## config.mk

```make
export PLATFORM = sky130hd
export DESIGN_NAME = pipe_adder
export DESIGN_NICKNAME = d
export VERILOG_FILES = /design/src/rtl/pipe_adder_pkg.sv /design/src/rtl/add_slice.sv /design/src/rtl/pipe_adder.sv
export SDC_FILE = /design/constraint.sdc
export NUM_CORES = 1
export LEC_CHECK = 0
export BUFFER_PORTS_ARGS = -buffer_cell sky130_fd_sc_hd__buf_2
export CORE_MARGIN = 1.5
export CORE_UTILIZATION = 55
export CTS_CLUSTER_DIAMETER = 120
export CTS_CLUSTER_SIZE = 12
export DETAILED_ROUTE_END_ITERATION = 8
export PLACE_DENSITY = 0.77
export SETUP_SLACK_MARGIN = 0.5
export SLEW_MARGIN = 30
export SYNTH_ARGS = -nofsm -noshare
export SYNTH_HDL_FRONTEND = slang
export SYNTH_HIERARCHICAL = 1
export SYNTH_SLANG_ARGS = --single-unit
```

## constraint.sdc

```tcl
create_clock -name clk -period 3.36 [get_ports clk]
set_clock_uncertainty 0.05 [all_clocks]
set_input_delay 0.504 -clock clk [delete_from_list [all_inputs] [get_ports clk]]
set_output_delay 0.504 -clock clk [all_outputs]
set_load 0.01 [all_outputs]
```

## src/rtl/pipe_adder_pkg.sv

```systemverilog
// Shared helpers for the pipelined adder: slice-width computation and the
// WIDTH/STAGES legality rule checked when the top level elaborates.
package pipe_adder_pkg;

  function automatic int cw(input int width, input int stages);
    return (stages > 32'sd0) ? (width / stages) : width;
  endfunction

  function automatic bit params_legal(input int width, input int stages);
    return (stages >= 32'sd1) && (stages <= width) && ((width % stages) == 32'sd0);
  endfunction

endpackage

```

## src/rtl/add_slice.sv

```systemverilog
// CW-bit ripple-carry adder used as one pipeline slice of pipe_adder.
module add_slice
  import pipe_adder_pkg::*;
#(
  parameter int CW = 4
) (
  input  logic [CW-1:0] a,
  input  logic [CW-1:0] b,
  input  logic          ci,
  output logic [CW-1:0] s,
  output logic          co
);

  logic [CW:0] c_s;

  // bit-serial carry chain across the slice
  always_comb begin
    c_s    = {(CW + 1){1'b0}};
    s      = {CW{1'b0}};
    c_s[0] = ci;
    for (int i = 0; i < CW; i++) begin
      s[i]     = a[i] ^ b[i] ^ c_s[i];
      c_s[i+1] = (a[i] & b[i]) | (c_s[i] & (a[i] ^ b[i]));
    end
  end

  assign co = c_s[CW];

endmodule

```

## src/rtl/pipe_adder.sv

```systemverilog
// Pipelined adder/subtractor: one ripple slice per stage, registered inter-slice
// carry, skewed operands and deskewed sums, global stall on output backpressure.
module pipe_adder
  import pipe_adder_pkg::*;
#(
  parameter int WIDTH  = 16,
  parameter int STAGES = 4
) (
  input  logic             clk,
  input  logic             rst_n,
  input  logic             in_valid,
  output logic             in_ready,
  input  logic [WIDTH-1:0] a,
  input  logic [WIDTH-1:0] b,
  input  logic             cin,
  input  logic             sub,
  output logic             out_valid,
  input  logic             out_ready,
  output logic [WIDTH-1:0] sum,
  output logic             cout,
  output logic             ovf
);

  localparam int CW  = cw(WIDTH, STAGES);
  localparam int TOP = STAGES - 1;
  localparam logic [WIDTH-1:0] SLICE_ONES = WIDTH'({CW{1'b1}});

  if (!params_legal(WIDTH, STAGES)) begin : g_bad_params
    $error("pipe_adder: WIDTH must be a multiple of STAGES and 1 <= STAGES <= WIDTH");
  end

  logic                           adv_s;
  logic [WIDTH-1:0]               b_eff_s;
  logic                           c0_s;

  logic [STAGES-1:0]              valid_r;
  logic [STAGES-1:0][WIDTH-1:0]   a_r;
  logic [STAGES-1:0][WIDTH-1:0]   b_r;
  logic [STAGES-1:0][WIDTH-1:0]   s_r;
  logic [STAGES-1:0]              c_r;
  logic                           ovf_r;

  logic [STAGES-1:0][WIDTH-1:0]   a_src_s;
  logic [STAGES-1:0][WIDTH-1:0]   b_src_s;
  logic [STAGES-1:0][WIDTH-1:0]   s_src_s;
  logic [STAGES-1:0][WIDTH-1:0]   s_nxt_s;
  logic [STAGES-1:0][CW-1:0]      slice_s;
  logic [STAGES-1:0]              c_src_s;
  logic [STAGES-1:0]              c_nxt_s;
  logic                           ovf_nxt_s;
  logic                           unused_s;

  // A full output blocks the whole pipe; there is no bubble collapsing.
  assign adv_s    = !valid_r[TOP] || out_ready;
  assign in_ready = adv_s;

  assign b_eff_s = sub ? ~b : b;
  assign c0_s    = sub ? 1'b1 : cin;

  for (genvar k = 0; k < STAGES; k++) begin : g_stage
    if (k == 0) begin : g_first
      assign a_src_s[k] = a;
      assign b_src_s[k] = b_eff_s;
      assign c_src_s[k] = c0_s;
      assign s_src_s[k] = {WIDTH{1'b0}};
    end else begin : g_next
      assign a_src_s[k] = a_r[k-1];
      assign b_src_s[k] = b_r[k-1];
      assign c_src_s[k] = c_r[k-1];
      assign s_src_s[k] = s_r[k-1];
    end

    add_slice #(.CW(CW)) u_slice (
      .a  (a_src_s[k][k*CW +: CW]),
      .b  (b_src_s[k][k*CW +: CW]),
      .ci (c_src_s[k]),
      .s  (slice_s[k]),
      .co (c_nxt_s[k])
    );

    assign s_nxt_s[k] = (s_src_s[k] & ~(SLICE_ONES << (k * CW)))
                      | (WIDTH'(slice_s[k]) << (k * CW));
  end

  // Sign rule on the effective operand B', evaluated where the top slice completes.
  assign ovf_nxt_s = (a_src_s[TOP][WIDTH-1] == b_src_s[TOP][WIDTH-1])
                  && (s_nxt_s[TOP][WIDTH-1] != a_src_s[TOP][WIDTH-1]);

  // The last stage's skew copy is never consumed further down the pipe.
  assign unused_s = ^{a_r[TOP], b_r[TOP]};

  // stage registers advance together; stage 0 samples inputs only on accept
  always_ff @(posedge clk or negedge rst_n) begin
    if (!rst_n) begin
      valid_r <= {STAGES{1'b0}};
      a_r     <= {(STAGES * WIDTH){1'b0}};
      b_r     <= {(STAGES * WIDTH){1'b0}};
      s_r     <= {(STAGES * WIDTH){1'b0}};
      c_r     <= {STAGES{1'b0}};
      ovf_r   <= 1'b0;
    end else if (adv_s) begin
      valid_r[0] <= in_valid;
      if (in_valid) begin
        a_r[0] <= a_src_s[0];
        b_r[0] <= b_src_s[0];
        s_r[0] <= s_nxt_s[0];
        c_r[0] <= c_nxt_s[0];
      end
      for (int k = 1; k < STAGES; k++) begin
        valid_r[k] <= valid_r[k-1];
        a_r[k]     <= a_src_s[k];
        b_r[k]     <= b_src_s[k];
        s_r[k]     <= s_nxt_s[k];
        c_r[k]     <= c_nxt_s[k];
      end
      if ((TOP != 0) || in_valid) begin
        ovf_r <= ovf_nxt_s;
      end
    end
  end

  assign out_valid = valid_r[TOP];
  assign sum       = s_r[TOP];
  assign cout      = c_r[TOP];
  assign ovf       = ovf_r;

endmodule

```

==> implementation parameters, run 1 <==
Parameter                              Value

Outcome
  Outcome ... complete, no violations

Yosys
  Share of the synthesized area in compound gates (AO/OA/AOI/OAI) ... 0.0283
  Mux share of post-synthesis cell area ... 0.269
  Synthesis Warnings ... 6
  Synth cell types ... 18
  Main combinational cell family by area after synthesis ... multiplexers
  Seq/Total Area, Yosys ... 0.527
  Post-synthesis instance area ... around 0.0046 mm²
  Number of register bits inferred by synthesis ... 97
  Adder and majority gate portion of the synthesized area ... 0.0695
  Net count after synthesis ... roughly 350
  Cells after Synth ... 300
  Average instance area after synthesis ... 15.4 µm²
  Xor/xnor share of the synthesized area ... 0.0304
  Post-synthesis share of cell area spent on and, or, nand and nor gates ... 0.0111

Layout
  Final std cell area, no fill ... approximately 0.0052 mm²
  Antenna fix cells ... 0
  Fill cell instance count of the final layout ... approximately 630
  End-of-flow core utilization ... 0.633
  P&R area growth vs syn ... 12.3%
  Proportion of layout cells with a drive suffix above 1 ... 0.448
  Number of nets in the final layout ... 411

Drt
  Total DRC errors in the routed layout ... 0
  Per-cell via count in the routed design ... 4.87
  Final antenna-violating net count ... 0
  Number of search-and-repair iterations in the first detailed-routing pass ... 4
  First-iteration detailed-routing DRC count ... around 120
  Via count ... ~2300
  DR WL/cell ... 14.9 µm
  Post-Route WL ... between 6000 and 7000 µm

Job
  Count of max-cap constraint violations ... 0

Die
  Die height ... about 95 µm
  Overall die area ... between 0.008 and 0.009 mm²
  Area inside the core boundary ... just over 0.008 mm²
  Site Rows ... 33
  Number of I/O pins ... 58
  Die Wd ... 94.5 µm
  Effective utilization at floorplan ... 0.563

STA
  Worst Setup Slack, final ... 0.729 ns
  Setup-violating endpoint count in the final report ... 0
  Slew of the pin with the lowest slew margin ... between 0.6 and 0.7 ns
  Highest clock rate ... roughly 380 MHz
  Remaining max-slew budget at the tightest pin ... 0.558
  Setup tns final ... 0 ns
  Setup repair after global routing missed its margin ... false
  Period utilization ... 0.783
  Final Hold Fails ... 0
  Post-layout minimum cycle time ... roughly 2.6 ns
  Hold WS ... ~0.13 ns
  Final Slew Violations ... 0

Worst setup path
  Crit-path max cell delay ... around 0.42 ns
  Crit path max-delay cell type ... sky130_fd_sc_hd__fa_1
  Arr. time, crit path ... 2.79 ns
  Largest fanout of any net on the critical path ... 3
  Critical setup path kind ... reg2reg
  Startpoint type of the worst setup path ... flop
  Critical Path RT ... 3.52 ns
  Endpoint type of the worst setup path ... flop
  Cell-by-cell trace of the critical path ... fa_1 -> inv_1 -> fa_1 -> inv_1 -> fa_1 -> inv_1 -> fa_1 -> inv_1 -> and3b_1 -> a21oi_1 -> a21oi_1

Place
  Detailed placement HPWL ... about 4800 µm
  Port bufs ... 57
  Placer congestion estimate ... between 0.7 and 0.8
  Area post-placement ... a little under 0.005 mm²
  Worst setup slack before clock tree synthesis ... roughly 0.53 ns

Power
  Peak ir drop on the vdd network ... about 0.00034 V
  Power density cells ... 954 mW/mm²
  Cell leakage power ... between 0.002 and 0.003 µW

Clock network
  Insertion delay of the later-clocked pin in the worst-skew pair ... roughly 0.35 ns
  Total clock sinks ... a little under 100
  CTS H-tree depth ... 3
  Num CTS Buffers ... 9
  Clock-pin slew reported for the worst setup and hold paths after clock tree synthesis ... roughly 0.090 ns
  Post-CTS setup-driven buffer insertion count ... 0
  Count of cells resized by post-cts repair ... 0
  Deepest clock path buffer count ... 2
  CTS root buf ... sky130_fd_sc_hd__clkbuf_8
  CTS Hold Buffers Added ... 0
  TritonCTS clock tree ... yes

Global routing
  Overflow after GRT ... 0
  Initial antenna violation count ... 0
  Global-route total usage across every layer ... 0.178
  First-pass GRT wire length ... approximately 12000 µm
  Number of global-route vias before repair ... 2356
  Largest net degree at the start of global routing ... 83

Worst hold path
  Type of the worst min-delay path ... in2async
-- synth_stat cells (all sizes together) --
cell type   n  share of area
a21oi      26          0.028
and2        1         0.0019
and3b       1         0.0019
buf        14          0.031
clkbuf      1        0.00081
dfrtp      97           0.53
fa         16          0.070
inv        40          0.033
mux2       83           0.27
nand2b      2         0.0043
nor2        2         0.0016
or2         1         0.0014
xnor2      12          0.023
xor2        4         0.0076
-- flip-flops by register name, summed over array words and instances, names as in the netlist --
name,count
ovf,1
sum,16
a_r,24
s_r,24
c_r,4
valid_r,4
b_r,24
-- through the flow --
stage          cells  total power, µW
3_3_place_gp     451             3960
2_1_floorplan    300             3620
6_report         467             4940
3_5_place_dp     451             4060
5_1_grt          467             5280
4_1_cts          467             4990
-- cell type report --
class                           instances  area [µm²]  area share
Timing Repair Buffer                   61         330      0.0638
Clock inverter                          4        98.8      0.0191
Sequential cell                        97        2430       0.469
Inverter                               40         150      0.0290
Clock buffer                           12         155      0.0300
Tap cell                              105         131      0.0254
Multi-Input combinational cell        148        1880       0.363
-- power by group --
part / switching [µW] / internal, µW
logic: 715 / 1230
registers: 354 / 1710
clock network: 386 / 537
total: 1460 / 3480
-- placed cells by master (no fill, tap or decap), types with 2 or more instances in the layout --
master	n
sky130_fd_sc_hd__mux2_2	2
sky130_fd_sc_hd__buf_2	56
sky130_fd_sc_hd__inv_1	40
sky130_fd_sc_hd__clkbuf_8	11
sky130_fd_sc_hd__bufinv_16	3
sky130_fd_sc_hd__dfrtp_1	97
sky130_fd_sc_hd__fa_1	16
sky130_fd_sc_hd__xnor2_1	12
sky130_fd_sc_hd__a21oi_1	26
sky130_fd_sc_hd__buf_4	4
sky130_fd_sc_hd__mux2_4	81
sky130_fd_sc_hd__nor2_1	2
sky130_fd_sc_hd__xor2_1	4
-- kinds of logic (layout without fill, tap and decap cells) --
group | Yosys count | after routing
flops | 97 | 97
mux | 83 | 83
xor+xnor | 16 | 16
simple gates | 7 | 7
compound gates | 26 | 26
buf+inv | 55 | 117
fa+ha+maj | 16 | 16
-- path summary, 6_finish.rpt --
path                             from         end  slack [ns]  depth (start not counted)
max                           a_r[44]         ovf        0.73                         11
min                             rst_n      c_r[0]        0.13                          1
max reg2reg                   a_r[44]         ovf        0.73                         11
min reg2reg                valid_r[2]  valid_r[3]        0.43                          1
max in group asynchronous       rst_n      b_r[6]        2.35                          2
min in group clk                 a[9]      a_r[9]        0.33                          2
-- routing by layer --
| metal | wire, µm | global-route usage | up-vias |
|---|---|---|---|
| li1 | - | - | 1083 |
| met5 | 0 | 0 | - |
| met1 | 3530 | 0.271 | 1146 |
| met2 | 3160 | 0.257 | 42 |
| met3 | 215 | 0.0370 | 5 |
| met4 | 62 | 0.0572 | 0 |
-- worst max-delay path, delay by kind of cell, from the launching register on --
family | cells | cell delay, ns
fa+ha+maj | 4 | 1.34
flops | 1 | 0.41
buf+inv | 4 | 0.31
compound gates | 2 | 0.21
simple gates | 1 | 0.18
Power figures use the tool's default switching activity.
==> inputs of run 2 (changes only) <==
Clock period 3.36 ns to 2.65 ns, I/O delays scaled along.
==> run 2 against run 1 <==
Global-route usage increased by 0.18 points. Routed wire length grew 6.8%. Cell count grew 1.5%. Via count up 3.7%. Design area up 1.1%. Die area stayed put. Sequential share of layout area decreased by 0.52 points. Clock power fell by 1%. Power grew 29%. Sequential power grew 27%. Critical path type unchanged. Non-clock buffer count rose by 7.
==> implementation parameters, run 2 (synthesis gave the netlist of run 1 again) <==
Parameter                              Value

Outcome
  Outcome ... complete, no violations

Drt
  Post-Route WL ... 7440 µm (+6.8%)
  Final antenna-violating net count ... 0 (unchanged)
  Via count ... 2360 (+3.7%)
  DR WL/cell ... 15.7 µm (+5.2%)
  Per-cell via count in the routed design ... 4.98 (+2.2%)
  Number of search-and-repair iterations in the first detailed-routing pass ... 4 (unchanged)
  Total DRC errors in the routed layout ... 0 (unchanged)
  First-iteration detailed-routing DRC count ... 73 (-37%)

Global routing
  Met3 track demand over resource in global routing ... 0.0282 (-0.00886)
  Met1 Usage GRT ... 0.254 (-0.0168)
  Largest net degree at the start of global routing ... 54 (-35%)
  Number of global-route vias before repair ... 2432 (+3.2%)
  Initial antenna violation count ... 0 (unchanged)
  Met2 usage in global routing ... 0.279 (+0.0228)
  Global-route total usage across every layer ... 0.180 (+0.00180)
  Overflow after GRT ... 0 (unchanged)
  Layer with the highest usage after global routing ... met2
  First-pass GRT wire length ... 12000 µm (+0.28%)

Die
  Die height ... 94.5 µm (unchanged)
  Die Wd ... 94.5 µm (unchanged)
  Area inside the core boundary ... 0.00818 mm² (unchanged)
  Effective utilization at floorplan ... 0.563 (unchanged)
  Number of I/O pins ... 58 (unchanged)
  Overall die area ... 0.00893 mm² (unchanged)
  Site Rows ... 33 (unchanged)

Layout
  Area of combinational cells with multiple inputs ... 0.00193 mm² (+2.5%)
  Most frequent cells in the layout ... 97 x sky130_fd_sc_hd__dfrtp_1, 82 x sky130_fd_sc_hd__mux2_4, 55 x sky130_fd_sc_hd__buf_2, 27 x sky130_fd_sc_hd__inv_1, 25 x sky130_fd_sc_hd__a21oi_1
  Fill cell instance count of the final layout ... 592 (-5.3%)
  Final std cell area, no fill ... 0.00523 mm² (+1.1%)
  P&R area growth vs syn ... 13.6%
  Proportion of layout cells with a drive suffix above 1 ... 0.534 (+0.0864)
  Antenna fix cells ... 0 (unchanged)
  Reg area ... 0.00243 mm² (unchanged)
  Commonest non-fill, non-tap cell in the layout ... sky130_fd_sc_hd__dfrtp_1
  Number of nets in the final layout ... 418 (+1.7%)
  Biggest registers after layout ... a_r: 24 flops, b_r: 24 flops, s_r: 24 flops
  Number of standard cells in the layout, taps in and fillers out ... 474 (+1.5%)

Job
  Count of max-cap constraint violations ... 0 (unchanged)

STA
  Period utilization ... 0.931 (+0.148)
  Setup repair after global routing missed its margin ... true
  Worst Setup Slack, final ... 0.183 ns (-0.547 ns)
  Slew of the pin with the lowest slew margin ... 0.679 ns (+0.0156 ns)
  Post-layout minimum cycle time ... 2.47 ns (-0.163 ns)
  Final Slew Violations ... 0 (unchanged)
  Highest clock rate ... 405 MHz (+6.6%)
  Final Hold Fails ... 0 (unchanged)
  Setup-violating endpoint count in the final report ... 0 (unchanged)
  Remaining max-slew budget at the tightest pin ... 0.548 (-0.0104)
  Setup tns final ... 0 ns (unchanged)

Worst setup path
  CP most frequent cell ... sky130_fd_sc_hd__inv_2
  Worst Path Buf+Inv ... 4 (unchanged)
  Cell-by-cell trace of the critical path ... fa_2 -> inv_2 -> fa_2 -> inv_2 -> fa_2 -> inv_2 -> fa_1 -> inv_2 -> and3b_1 -> a21oi_2 -> a21oi_1
  Critical Path RT ... 2.84 ns (-0.68 ns)
  Crit path max-delay cell type ... sky130_fd_sc_hd__fa_1
  Endpoint type of the worst setup path ... flop
  Crit-path max cell delay ... 0.42 ns (about the same)
  Critical setup path kind ... reg2reg
  Largest fanout of any net on the critical path ... 2 (-1)
  Crit path depth ... 11 (unchanged)
  Startpoint type of the worst setup path ... flop
  Reg2Reg Depth ... 11 (unchanged)
  Cell family contributing the most delay on the critical path ... adder cells
  Arr. time, crit path ... 2.66 ns (-0.13 ns)

Place
  Placer congestion estimate ... 0.770 (+8.0%)
  Area post-placement ... 0.00497 mm² (+1.1%)
  Port bufs ... 57 (unchanged)
  Worst setup slack before clock tree synthesis ... 0.0440 ns (-0.491 ns)
  Post-placement cell count ... 453 (+0.44%)
  Detailed placement HPWL ... 5090 µm (+6.8%)

Worst hold path
  Type of the worst min-delay path ... in2async

Clock network
  Num CTS Buffers ... 9 (unchanged)
  Total clock sinks ... 97 (unchanged)
  CTS Hold Buffers Added ... 0 (unchanged)
  TritonCTS clock tree ... yes
  CTS root buf ... sky130_fd_sc_hd__clkbuf_8
  Deepest clock path buffer count ... 2 (unchanged)
  CTS H-tree depth ... 3 (unchanged)
  Insertion delay of the later-clocked pin in the worst-skew pair ... 0.36 ns (about the same)
  Clock-pin slew reported for the worst setup and hold paths after clock tree synthesis ... 0.10 ns (about the same)

Power
  Post-layout total power ... 6350 µW (+29%)
  Peak ir drop on the vdd network ... 0.000509 V (+50%)
  Cell leakage power ... 0.00262 µW (-0.27%)
  Power density cells ... 1210 mW/mm² (+27%)
==> run 2: metal layers <==
layer | vias up | wire length, µm
met5 | - | 0
met4 | 0 | 106
met3 | 10 | 209
met2 | 40 | 3510
met1 | 1211 | 3620
li1 | 1099 | -
==> run 2: metrics by stage <==
step	hold WS, ns	utilization
4_1_cts	0.0391	0.637
3_3_place_gp	0.403	0.608
6_report	0.0175	0.640
5_1_grt	0.0680	0.640
2_1_floorplan	0.0519	-
3_5_place_dp	0.412	0.608
==> run 2: area by class of cell <==
cell class	instances	area share
inverters	40	0.0287
repair buffers	68	0.0782
well taps	105	0.0251
clock buffers	10	0.0263
multi-input cells	148	0.369
flip-flops and latches	97	0.464
clock inverters	6	0.00909
==> run 2: what timing repair did <==
action | 4_1_cts | 5_1_grt
hold endpoints to repair | 0 | 0
pin swaps | 10 | 7
resized for setup | 17 | 3
buffers inserted | 3 | 2
endpoints found under the setup margin | 7 | 6
==> run 2: power by group <==
group | internal [µW] | switching, µW | leakage [µW]
sequential | 2170 | 457 | 0.00111
clock | 379 | 533 | 0.0000941
combinational | 1770 | 1040 | 0.00142
total | 4320 | 2030 | 0.00262
==> run 2: worst reg2reg max path, delay by kind of cell (launching register included) <==
family                   cells  cell delay [ns]
AND/OR/NAND/NOR              1             0.18
flip-flops                   1             0.41
buffers and inverters        4             0.22
adder cells (fa/ha/maj)      4             1.32
AO/OA/AOI/OAI                2             0.17
==> run 2: final timing paths <==
| check | startpoint | end | slack [ns] |
|---|---|---|---|
| worst min register to register | valid_r[2] | valid_r[3] | 0.44 |
| max in group asynchronous | rst_n | b_r[13] | 1.87 |
| min in group clk | a[7] | a_r[7] | 0.21 |
| worst max-delay path | c_r[2] | ovf | 0.18 |
| worst max register to register | c_r[2] | ovf | 0.18 |
| worst min-delay path | rst_n | a_r[5] | 0.02 |
==> inputs of run 3 (changes only) <==
Settings changed: BUFFER_PORTS_ARGS -buffer_cell sky130_fd_sc_hd__buf_2 to -buffer_cell sky130_fd_sc_hd__clkbuf_2, PLACE_DENSITY 0.77 to unset, PLACE_DENSITY_LB_ADDON set to 0.25.
==> run 3 against run 2 <==
Count of clock-buffer cells in the layout up 2. Combinational power shrank 2%. Design area up 0.14%. Critical path type unchanged.
==> implementation parameters, run 3 (synthesis gave the netlist of run 1 again) <==
Parameter                              Value

Drt
  Top routing layer in use ... met4
  Final antenna-violating net count ... 0 (unchanged)
  Met1 wire length ... 3440 µm (-5.0%)
  Number of search-and-repair iterations in the first detailed-routing pass ... 4 (unchanged)
  Per-cell via count in the routed design ... 4.95 (-0.54%)
  Via count ... 2362 (+0.085%)
  Post-Route WL ... 7190 µm (-3.3%)
  Total DRC errors in the routed layout ... 0 (unchanged)
  DR WL/cell ... 15.1 µm (-3.9%)
  Met2 layer wire length in the routed design ... 3390 µm (-3.4%)
  Met3 wire len ... 211 µm (+0.96%)
  First-iteration detailed-routing DRC count ... 98 (+34%)

Worst setup path
  Arr. time, crit path ... 2.65 ns (about the same)
  Crit-path max cell delay ... 0.41 ns (about the same)
  Critical Path RT ... 2.81 ns (-0.03 ns)
  Critical setup path kind ... reg2reg
  Startpoint type of the worst setup path ... flop
  Crit path max-delay cell type ... sky130_fd_sc_hd__dfrtp_1
  CP most frequent cell ... sky130_fd_sc_hd__inv_2
  Largest fanout of any net on the critical path ... 2 (unchanged)
  Endpoint type of the worst setup path ... flop
  Cell-by-cell trace of the critical path ... fa_2 -> inv_2 -> fa_2 -> inv_2 -> fa_2 -> inv_2 -> fa_1 -> inv_2 -> and3b_1 -> a21oi_2 -> a21oi_1
  Start of the worst register-to-register path ... c_r[2]
  Reg2reg setup slack ... 0.17 ns (-0.02 ns)
  Start point of the critical path ... c_r[2]

Power
  Internal power contribution ... 4270 µW (-1.1%)
  Power density cells ... 1190 mW/mm² (-2.1%)
  Sequential group share of total power ... 0.422 (+0.008)
  Cell leakage power ... 0.00263 µW (+0.31%)
  Peak ir drop on the vdd network ... 0.000600 V (+18%)
  Post-layout total power ... 6220 µW (-2.0%)
  Sw Share ... 0.313 (-0.00603)
  Part of the total power dissipated in combinational logic ... 0.441 (about the same)
  Fraction of power consumed by the clock network ... 0.137 (-0.007)
  Net switching power ... 1950 µW (-3.8%)

Layout
  Commonest non-fill, non-tap cell in the layout ... sky130_fd_sc_hd__dfrtp_1
  Antenna fix cells ... 0 (unchanged)
  Most frequent cells in the layout ... 97 x sky130_fd_sc_hd__dfrtp_1, 82 x sky130_fd_sc_hd__mux2_4, 54 x sky130_fd_sc_hd__clkbuf_2, 25 x sky130_fd_sc_hd__a21oi_1, 25 x sky130_fd_sc_hd__inv_1
  Number of nets in the final layout ... 421 (+0.72%)
  Biggest registers after layout ... a_r: 24 flops, b_r: 24 flops, s_r: 24 flops
  End-of-flow core utilization ... 0.641 (+0.000918)
  Proportion of layout cells with a drive suffix above 1 ... 0.540 (+0.00645)
  P&R area growth vs syn ... 13.7%

Global routing
  Largest net degree at the start of global routing ... 57 (+5.6%)
  First-pass GRT wire length ... 12000 µm (-0.22%)
  Global-route total usage across every layer ... 0.179 (-0.000935)
  Number of global-route vias before repair ... 2413 (-0.78%)
  Overflow after GRT ... 0 (unchanged)
  Initial antenna violation count ... 0 (unchanged)

Die
  Number of I/O pins ... 58 (unchanged)
  Area inside the core boundary ... 0.00818 mm² (unchanged)
  Die height ... 94.5 µm (unchanged)
  Overall die area ... 0.00893 mm² (unchanged)
  Effective utilization at floorplan ... 0.563 (unchanged)
  Die Wd ... 94.5 µm (unchanged)
  Site Rows ... 33 (unchanged)

STA
  Final Slew Violations ... 0 (unchanged)
  Hold WS ... 0.0264 ns (+0.00893 ns)
  Post-layout minimum cycle time ... 2.48 ns (+0.0173 ns)
  Setup-violating endpoint count in the final report ... 0 (unchanged)
  Slew of the pin with the lowest slew margin ... 0.679 ns (+0.000473 ns)
  Setup repair after global routing missed its margin ... true
  Remaining max-slew budget at the tightest pin ... 0.547 (about the same)
  Period utilization ... 0.938 (+0.00653)
  Final Hold Fails ... 0 (unchanged)
  Setup tns final ... 0 ns (unchanged)
  Highest clock rate ... 402 MHz (-0.70%)

Place
  Detailed placement HPWL ... 4910 µm (-3.4%)
  Placer congestion estimate ... 0.742 (-3.6%)
  Port bufs ... 57 (unchanged)

Clock network
  CTS H-tree depth ... 3 (unchanged)
  Total clock sinks ... 97 (unchanged)
  Num CTS Buffers ... 9 (unchanged)
  CTS root buf ... sky130_fd_sc_hd__clkbuf_8
  Deepest clock path buffer count ... 2 (unchanged)
  Insertion delay of the later-clocked pin in the worst-skew pair ... 0.35 ns (about the same)
  Clock-pin slew reported for the worst setup and hold paths after clock tree synthesis ... 0.09 ns (about the same)
  TritonCTS clock tree ... yes

Worst hold path
  Type of the worst min-delay path ... in2async

Job
  Count of max-cap constraint violations ... 0 (unchanged)

Outcome
  Outcome ... complete, no violations
## run 3: changes by cell type in the layout (fill, tap and decap cells not counted), sizes merged
cell and change:
clkbuf +57, buf -52, inv -4, clkinv +1
clkinvlp +1
## run 3: power by group through the flow
stage / registers [µW] / clock network, µW / logic [µW]
2_1_floorplan: 2580 / 0 / 2030
3_3_place_gp: 2620 / 0 / 2480
3_5_place_dp: 2650 / 0 / 2550
4_1_cts: 2630 / 886 / 2710
5_1_grt: 2720 / 942 / 3030
6_report: 2620 / 853 / 2750
## run 3: through the flow
stage / std cells / worst slack (ns) / area [µm²]
floorplan: 300 / 0.0535 / 4650
global placement: 454 / 0.105 / 4970
detailed placement: 454 / 0.0263 / 4970
CTS: 475 / 0.156 / 5210
global route: 477 / 0.0606 / 5240
finish: 477 / 0.165 / 5240
## run 3: path summary, 6_finish.rpt
kind	cells after the start	endpoint
max reg2reg	11	ovf
max	11	ovf
min in group clk	2	a_r[15]
max in group asynchronous	2	s_r[34]
min	1	sum[10]
min reg2reg	1	sum[6]
## run 3: metal layers
metal,vias to the layer above,global-route usage
li1,1105,-
met1,1196,0.259
met2,49,0.266
met3,12,0.0282
met4,0,0.0858
met5,-,0
## run 3: final cells by class
class / instances / area [µm²]
fillers: 633 / 2940
flip-flops and latches: 97 / 2430
multi-input cells: 148 / 1940
repair buffers: 71 / 414
inverters: 40 / 150
clock buffers: 12 / 145
well taps: 105 / 131
clock inverters: 4 / 28.8
## run 3: timing repair
action                                  4_1_cts  5_1_grt
gates cloned                                  0        0
resized for setup                            15        8
hold buffers                                  0        0
setup buffers                                 5        2
pin swaps                                     7        9
endpoints found under the setup margin        7        8
## run 3: worst max-delay path, delay by kind of cell, from the launching register on
family	cells	cell delay (ns)
AND/OR/NAND/NOR	1	0.19
AO/OA/AOI/OAI	2	0.18
flip-flops	1	0.41
buffers and inverters	4	0.24
adder cells (fa/ha/maj)	4	1.30
